**src/rtl/axis_mem_wr_arbiter_if.sv**
```systemverilog
// AXI-Stream link bundle used for both arbiter requesters and the memory-side master.
interface axis_mem_wr_arbiter_if #(
    parameter int DATA_WIDTH = 32
);
    logic [DATA_WIDTH-1:0]   tdata;
    logic [DATA_WIDTH/8-1:0] tstrb;
    logic                    tvalid;
    logic                    tlast;
    logic                    tready;

    modport master (output tdata, tstrb, tvalid, tlast, input  tready);
    modport slave  (input  tdata, tstrb, tvalid, tlast, output tready);
endinterface

```
**src/rtl/axis_mem_wr_arbiter.sv**
```systemverilog
// Two-requester, packet-granular round-robin arbiter for the memory write stream.
// A granted requester owns m00 until its tlast beat (or a forced tlast at
// MAX_BEATS) transfers; then ownership returns to IDLE for one arbitration cycle.
module axis_mem_wr_arbiter #(
    parameter int DATA_WIDTH = 32,
    parameter int MAX_BEATS  = 256,
    parameter int CNT_WIDTH  = 16
) (
    input  logic                  axis_aclk,
    input  logic                  axis_aresetn,
    axis_mem_wr_arbiter_if.slave  s00_axis,
    axis_mem_wr_arbiter_if.slave  s01_axis,
    axis_mem_wr_arbiter_if.master m00_axis,
    output logic [1:0]            grant,
    output logic [CNT_WIDTH-1:0]  pkt_cnt0,
    output logic [CNT_WIDTH-1:0]  pkt_cnt1,
    output logic                  overlen_err
);
    localparam int            BW       = (MAX_BEATS > 1) ? $clog2(MAX_BEATS) : 1;
    localparam logic [BW-1:0] LAST_IDX = BW'(MAX_BEATS - 1);
    localparam int            SW       = DATA_WIDTH / 8;

    typedef enum logic [1:0] {IDLE, OWN0, OWN1} state_t;

    state_t                r_state;
    state_t                w_state_nxt;
    logic                  r_rr_ptr;
    logic [BW-1:0]         r_beat_cnt;
    logic [CNT_WIDTH-1:0]  r_pkt_cnt0;
    logic [CNT_WIDTH-1:0]  r_pkt_cnt1;
    logic                  r_overlen;

    logic [DATA_WIDTH-1:0] w_sel_tdata;
    logic [SW-1:0]         w_sel_tstrb;
    logic                  w_sel_tvalid;
    logic                  w_src_tlast;
    logic                  w_last;
    logic                  w_xfer;
    logic                  w_last_xfer;

    // State register; reset drops ownership immediately, so a partial packet never completes.
    always_ff @(posedge axis_aclk or negedge axis_aresetn) begin
        if (!axis_aresetn) r_state <= IDLE;
        else               r_state <= w_state_nxt;
    end

    // Arbitration, owner mux and next-state; IDLE never passes a beat.
    always_comb begin
        w_state_nxt     = r_state;
        w_sel_tdata     = '0;
        w_sel_tstrb     = '0;
        w_sel_tvalid    = 1'b0;
        w_src_tlast     = 1'b0;
        grant           = 2'b00;
        s00_axis.tready = 1'b0;
        s01_axis.tready = 1'b0;
        unique case (r_state)
            IDLE: begin
                // rr_ptr only breaks ties; a lone requester always wins
                if (s00_axis.tvalid && (!s01_axis.tvalid || !r_rr_ptr)) w_state_nxt = OWN0;
                else if (s01_axis.tvalid)                               w_state_nxt = OWN1;
            end
            OWN0: begin
                grant           = 2'b01;
                w_sel_tdata     = s00_axis.tdata;
                w_sel_tstrb     = s00_axis.tstrb;
                w_sel_tvalid    = s00_axis.tvalid;
                w_src_tlast     = s00_axis.tlast;
                s00_axis.tready = m00_axis.tready;
            end
            OWN1: begin
                grant           = 2'b10;
                w_sel_tdata     = s01_axis.tdata;
                w_sel_tstrb     = s01_axis.tstrb;
                w_sel_tvalid    = s01_axis.tvalid;
                w_src_tlast     = s01_axis.tlast;
                s01_axis.tready = m00_axis.tready;
            end
            default: w_state_nxt = IDLE;
        endcase
        w_last      = w_src_tlast || (r_beat_cnt == LAST_IDX);
        w_xfer      = w_sel_tvalid && m00_axis.tready;
        w_last_xfer = w_xfer && w_last;
        if (w_last_xfer) w_state_nxt = IDLE;
    end

    assign m00_axis.tdata  = w_sel_tdata;
    assign m00_axis.tstrb  = w_sel_tstrb;
    assign m00_axis.tvalid = w_sel_tvalid;
    assign m00_axis.tlast  = w_sel_tvalid && w_last;

    // Beat counter, round-robin pointer, packet counters and forced-tlast pulse.
    always_ff @(posedge axis_aclk or negedge axis_aresetn) begin
        if (!axis_aresetn) begin
            r_rr_ptr   <= 1'b0;
            r_beat_cnt <= '0;
            r_pkt_cnt0 <= '0;
            r_pkt_cnt1 <= '0;
            r_overlen  <= 1'b0;
        end else begin
            r_overlen <= w_last_xfer && !w_src_tlast;
            if (w_last_xfer) begin
                r_beat_cnt <= '0;
                // prefer the requester that did not just finish
                r_rr_ptr   <= (r_state == OWN0);
                if (r_state == OWN0) r_pkt_cnt0 <= r_pkt_cnt0 + 1'b1;
                else                 r_pkt_cnt1 <= r_pkt_cnt1 + 1'b1;
            end else if (w_xfer) begin
                r_beat_cnt <= r_beat_cnt + 1'b1;
            end
        end
    end

    assign pkt_cnt0    = r_pkt_cnt0;
    assign pkt_cnt1    = r_pkt_cnt1;
    assign overlen_err = r_overlen;
endmodule

```
**src/flat_wrapper.sv**
```systemverilog
// flat-port wrapper written by rule: the top's interface ports become plain ports
module axis_mem_wr_arbiter_flat 
#(
    parameter int DATA_WIDTH = 32,
    parameter int MAX_BEATS  = 256,
    parameter int CNT_WIDTH  = 16
)
  (axis_aclk, axis_aresetn, grant, pkt_cnt0, pkt_cnt1, overlen_err, s00_axis_tdata, s00_axis_tstrb, s00_axis_tvalid, s00_axis_tlast, s00_axis_tready, s01_axis_tdata, s01_axis_tstrb, s01_axis_tvalid, s01_axis_tlast, s01_axis_tready, m00_axis_tdata, m00_axis_tstrb, m00_axis_tvalid, m00_axis_tlast, m00_axis_tready);
  axis_mem_wr_arbiter_if #(.DATA_WIDTH(DATA_WIDTH)) s00_axis_i ();
  axis_mem_wr_arbiter_if #(.DATA_WIDTH(DATA_WIDTH)) s01_axis_i ();
  axis_mem_wr_arbiter_if #(.DATA_WIDTH(DATA_WIDTH)) m00_axis_i ();
  input  logic axis_aclk;
  input  logic axis_aresetn;
  output logic [1:0] grant;
  output logic [CNT_WIDTH-1:0] pkt_cnt0;
  output logic [CNT_WIDTH-1:0] pkt_cnt1;
  output logic overlen_err;
  input wire logic [$bits(s00_axis_i.tdata)-1:0] s00_axis_tdata;
  input wire logic [$bits(s00_axis_i.tstrb)-1:0] s00_axis_tstrb;
  input wire logic [$bits(s00_axis_i.tvalid)-1:0] s00_axis_tvalid;
  input wire logic [$bits(s00_axis_i.tlast)-1:0] s00_axis_tlast;
  output wire logic [$bits(s00_axis_i.tready)-1:0] s00_axis_tready;
  input wire logic [$bits(s01_axis_i.tdata)-1:0] s01_axis_tdata;
  input wire logic [$bits(s01_axis_i.tstrb)-1:0] s01_axis_tstrb;
  input wire logic [$bits(s01_axis_i.tvalid)-1:0] s01_axis_tvalid;
  input wire logic [$bits(s01_axis_i.tlast)-1:0] s01_axis_tlast;
  output wire logic [$bits(s01_axis_i.tready)-1:0] s01_axis_tready;
  output wire logic [$bits(m00_axis_i.tdata)-1:0] m00_axis_tdata;
  output wire logic [$bits(m00_axis_i.tstrb)-1:0] m00_axis_tstrb;
  output wire logic [$bits(m00_axis_i.tvalid)-1:0] m00_axis_tvalid;
  output wire logic [$bits(m00_axis_i.tlast)-1:0] m00_axis_tlast;
  input wire logic [$bits(m00_axis_i.tready)-1:0] m00_axis_tready;
  assign s00_axis_i.tdata = s00_axis_tdata;
  assign s00_axis_i.tstrb = s00_axis_tstrb;
  assign s00_axis_i.tvalid = s00_axis_tvalid;
  assign s00_axis_i.tlast = s00_axis_tlast;
  assign s00_axis_tready = s00_axis_i.tready;
  assign s01_axis_i.tdata = s01_axis_tdata;
  assign s01_axis_i.tstrb = s01_axis_tstrb;
  assign s01_axis_i.tvalid = s01_axis_tvalid;
  assign s01_axis_i.tlast = s01_axis_tlast;
  assign s01_axis_tready = s01_axis_i.tready;
  assign m00_axis_tdata = m00_axis_i.tdata;
  assign m00_axis_tstrb = m00_axis_i.tstrb;
  assign m00_axis_tvalid = m00_axis_i.tvalid;
  assign m00_axis_tlast = m00_axis_i.tlast;
  assign m00_axis_i.tready = m00_axis_tready;
  axis_mem_wr_arbiter #(.DATA_WIDTH(DATA_WIDTH), .MAX_BEATS(MAX_BEATS), .CNT_WIDTH(CNT_WIDTH)) u_core (.axis_aclk(axis_aclk), .axis_aresetn(axis_aresetn), .s00_axis(s00_axis_i), .s01_axis(s01_axis_i), .m00_axis(m00_axis_i), .grant(grant), .pkt_cnt0(pkt_cnt0), .pkt_cnt1(pkt_cnt1), .overlen_err(overlen_err));
endmodule
```
**config.mk**
```make
export PLATFORM = sky130hd
export DESIGN_NAME = axis_mem_wr_arbiter_flat
export DESIGN_NICKNAME = d
export VERILOG_FILES = /design/src/rtl/axis_mem_wr_arbiter_if.sv /design/src/rtl/axis_mem_wr_arbiter.sv /design/src/flat_wrapper.sv
export SDC_FILE = /design/constraint.sdc
export NUM_CORES = 1
export LEC_CHECK = 0
export ABC_AREA = 1
export CAP_MARGIN = 10
export CELL_PAD_IN_SITES_DETAIL_PLACEMENT = 0
export CELL_PAD_IN_SITES_GLOBAL_PLACEMENT = 1
export CORE_MARGIN = 4
export CORE_UTILIZATION = 25
export DETAILED_ROUTE_END_ITERATION = 7
export PLACE_DENSITY = 0.79
export SKIP_CTS_REPAIR_TIMING = 1
export SLEW_MARGIN = 0
export SYNTH_ARGS = -nofsm -noshare
export SYNTH_HDL_FRONTEND = slang
export SYNTH_SLANG_ARGS = --single-unit
```
**constraint.sdc**
```tcl
create_clock -name axis_aclk -period 1.68 [get_ports axis_aclk]
set_clock_uncertainty 0.05 [all_clocks]
set_input_delay 0.336 -clock axis_aclk [delete_from_list [all_inputs] [get_ports axis_aclk]]
set_output_delay 0.336 -clock axis_aclk [all_outputs]
set_load 0.01 [all_outputs]
```
==> qor.yml <==
outcome:
  status: "finished with violations"
  violations: "negative setup slack"
placed_design:
  place_hpwl_microns: 9430
  preCtsSetupSlack_ns: -0.634
  place.gp.congestion: 0.831
  portBuffers: 153
synth:
  synth_top_area_frac: 0.336
  syn_area_sq_mm: 0.00328
  async_flop_share: 1.00
  synth-main-ff-cell: "dfrtp_1"
  muxShareOfSynthArea: 0
  yosys.area_share.simple: 0.433
  synth_compound_area_frac: 0.0794
  synth_top_area_cell: "dfrtp_1"
  synth-xor-area-share: 0.0401
  ys_warn_count: 0
  synthCells: 518
  synthesis.nets: 605
  ys_seq_area_frac: 0.336
  synthDistinctLibCells: 27
  synthAdderAreaFrac: 0.0306
  syn_avg_cell_area_sq_um: 6.32
  synth_top_family_by_area: "simple AND/OR/NAND/NOR gates"
  synth_commonest_cells: "nand2_1, dfrtp_1, inv_1"
  ys_ff_latch: 44
  synth.most_common_cell: "nand2_1"
  synth_edf_count: 0
  synth_area_leaders: "dfrtp_1, nand2_1, a21oi_1"
routing:
  drtAntennaViolNets: 0
  routed-via-count: 4147
  via_per_inst: 4.57
  drt_iter0_drc: 234
  route.detailed.drc: 0
  drt-total-wl_microns: 12800
  drtPass1Iterations: 4
  post_drt_wl_per_cell_microns: 14.1
timing:
  slew_headroom: 0.798
  setup_violations: 74
  finalWorstSetupSlack_ns: -0.364
  hold_viol_final: 0
  rsz0062_at_grt: "yes"
  tightest_slew_ns: 0.302
  fin_crit_sh: 1.22
  maxSlewViolCount: 0
  min_period_ns: 2.04
  fmax_mhz: 489
floorplanning:
  initial_core_util: 0.257
  coreArea_sq_mm: 0.0127
  die_area_sq_mm: 0.0150
  placement_rows: 41
  dieWidth_microns: 122
  pin_count: 154
  die_h_microns: 122
worst_setup_path:
  cp_common_cell: "buf_12"
  worstPathCellList: "inv_2 -> ha_4 -> buf_12 -> buf_12 -> nand2_2 -> a21oi_2 -> buf_2"
  r2r_slack_ns: -0.14
  worstPathRequired_ns: 1.29
  reg2reg_depth: 10
  r2r-start: "u_core.r_state[0]$_DFFE_PN0P_"
  slowest_delay_ns: 0.44
  worstSetupStartpointType: "flip-flop"
  crit_path_end: "m00_axis_tdata[0]"
  path_class: "flip-flop to primary output"
  crit_fanout: 8
  worst-path-buf-inv: 4
  crit_slowest_cell: "dfrtp_1"
  end_kind: "primary output"
  cp-startpoint: "u_core.r_state[0]$_DFFE_PN0P_"
  cpLargestDelayFamily: "buffers and inverters"
  arrival_ns: 1.66
  critical_path_depth: 7
  worstReg2RegEnd: "u_core.pkt_cnt1[12]$_DFFE_PN0P_"
cts:
  root_buffer: "clkbuf_16"
  path_clk_slew_ns: 0.06
  cts_tree: "yes"
  h-tree-depth: 2
  clk_path_buf_depth: 2
  cts.sinks: 44
  cts_buffers: 5
  clk_latency_ns: 0.29
grt:
  grt_antenna_before_repair: 0
  grt_start_max_net_pins: 45
  overflow: 0
  grt_pass1_wl_microns: 18900
  grt_pass1_vias: 4012
  grtUsageTotal: 0.157
pwr:
  ir_drop_v: 0.000762
  p_leak_nw: 2.86
  combPwrFrac: 0.574
  p_per_area_mw_per_mm2: 925
  intPower_mw: 3.37
  p_sw_frac: 0.391
  clkPwrFrac: 0.202
  seqPwrFrac: 0.224
  p_sw_mw: 2.17
layout:
  layout.nets: 821
  area_growth_pct: 83.1
  diodes: 0
  multi_input_area_sq_mm: 0.00219
  drive_gt1_frac: 0.306
  utilization: 0.471
  fillers: 1346
  register_area_sq_mm: 0.00113
hold_path:
  hold_path.class: "flip-flop to flip-flop"
flow_run:
  cap_violations: 0
## stage by stage
stage | TNS, ns | hold WS [ns] | instance area, sq um | instances | power, mW
after floorplan | -1.45 | -0.00959 | 3350 | 518 | 2.53
after global placement | -28.43 | 0.289 | 5380 | 870 | 3.99
final | -15.42 | 0.447 | 6000 | 907 | 5.55
after CTS | -42.76 | -0.0184 | 5550 | 878 | 5.16
after detailed placement | -30.82 | 0.288 | 5380 | 870 | 4.02
after global routing | -20.76 | 0.481 | 6000 | 907 | 5.90
## worst register-to-register path, delay by kind of cell, from the launching register on
family        cells  cell delay (ns)
buf+inv           4             0.56
simple gates      5             0.38
flops             1             0.44
fa+ha+maj         1             0.29
## area by class of cell
| type | instances | share of cell area |
|---|---|---|
| clock buffers | 6 | 0.0215 |
| clock inverters | 2 | 0.00584 |
| inverters | 43 | 0.0294 |
| multi-input cells | 412 | 0.365 |
| flip-flops and latches | 44 | 0.189 |
| well taps | 172 | 0.0359 |
| repair buffers | 227 | 0.352 |
| repair inverters | 1 | 0.00104 |
## placed cells by master (no fill, tap or decap), types with 3 or more instances in the layout
cell,instances
clkbuf_16,9
o21ai_0,3
buf_2,34
nand2_2,20
inv_2,6
buf_6,11
o21ai_1,6
ha_1,4
clkdlybuf4s50_1,100
nor2_1,35
nor2_2,4
clkbuf_2,3
a21oi_1,13
nand2_4,6
nand2_1,226
nand3_4,3
dfrtp_1,19
nand4_1,17
buf_12,6
buf_4,56
a21oi_2,22
ha_4,4
inv_1,34
o21ai_2,3
dlymetal6s2s_1,11
xnor2_1,13
dfrtp_2,25
nand3_1,22
## power by group through the flow
| stage | Sequential, mW | Clock [mW] | Combinational (mW) |
|---|---|---|---|
| 2_1_floorplan | 1.26 | 0 | 1.27 |
| 3_3_place_gp | 1.25 | 0 | 2.74 |
| 3_5_place_dp | 1.25 | 0 | 2.76 |
| 4_1_cts | 1.23 | 1.14 | 2.79 |
| 5_1_grt | 1.26 | 1.19 | 3.46 |
| 6_report | 1.24 | 1.12 | 3.18 |
## worst min-delay path by stage
stage / depth (start not counted) / slack [ns] / endpoint / from
global placement: 2 / 0.29 / u_core.pkt_cnt1[15]$_DFFE_PN0P_ / axis_aresetn
finish: 2 / 0.45 / u_core.r_rr_ptr$_DFFE_PN0N_ / u_core.r_rr_ptr$_DFFE_PN0N_
CTS: 2 / -0.02 / u_core.pkt_cnt1[15]$_DFFE_PN0P_ / axis_aresetn
detailed placement: 2 / 0.29 / u_core.pkt_cnt1[15]$_DFFE_PN0P_ / axis_aresetn
floorplan: 0 / -0.01 / u_core.overlen_err$_DFF_PN0_ / axis_aresetn
global route: 2 / 0.48 / u_core.r_rr_ptr$_DFFE_PN0N_ / u_core.r_rr_ptr$_DFFE_PN0N_
## registers in the layout (all words and copies together), names as in the netlist
signal              flops
u_core.overlen_err      1
u_core.pkt_cnt1        16
u_core.pkt_cnt0        16
u_core.r_state          2
u_core.r_beat_cnt       8
u_core.r_rr_ptr         1
## metal layers
| metal | track usage | part of all wire |
|---|---|---|
| met1 | 0.170 | 0.38 |
| met2 | 0.296 | 0.52 |
| met3 | 0.0498 | 0.079 |
| met5 | 0 | 0 |
| met4 | 0.0350 | 0.019 |
## kinds of logic after synthesis
logic type	Yosys count
AO/OA/AOI/OAI	51
XOR/XNOR	15
adder cells (fa/ha/maj)	8
buffers and inverters	62
flip-flops	44
AND/OR/NAND/NOR	338
No activity file was read; power rests on OpenSTA's default activity.
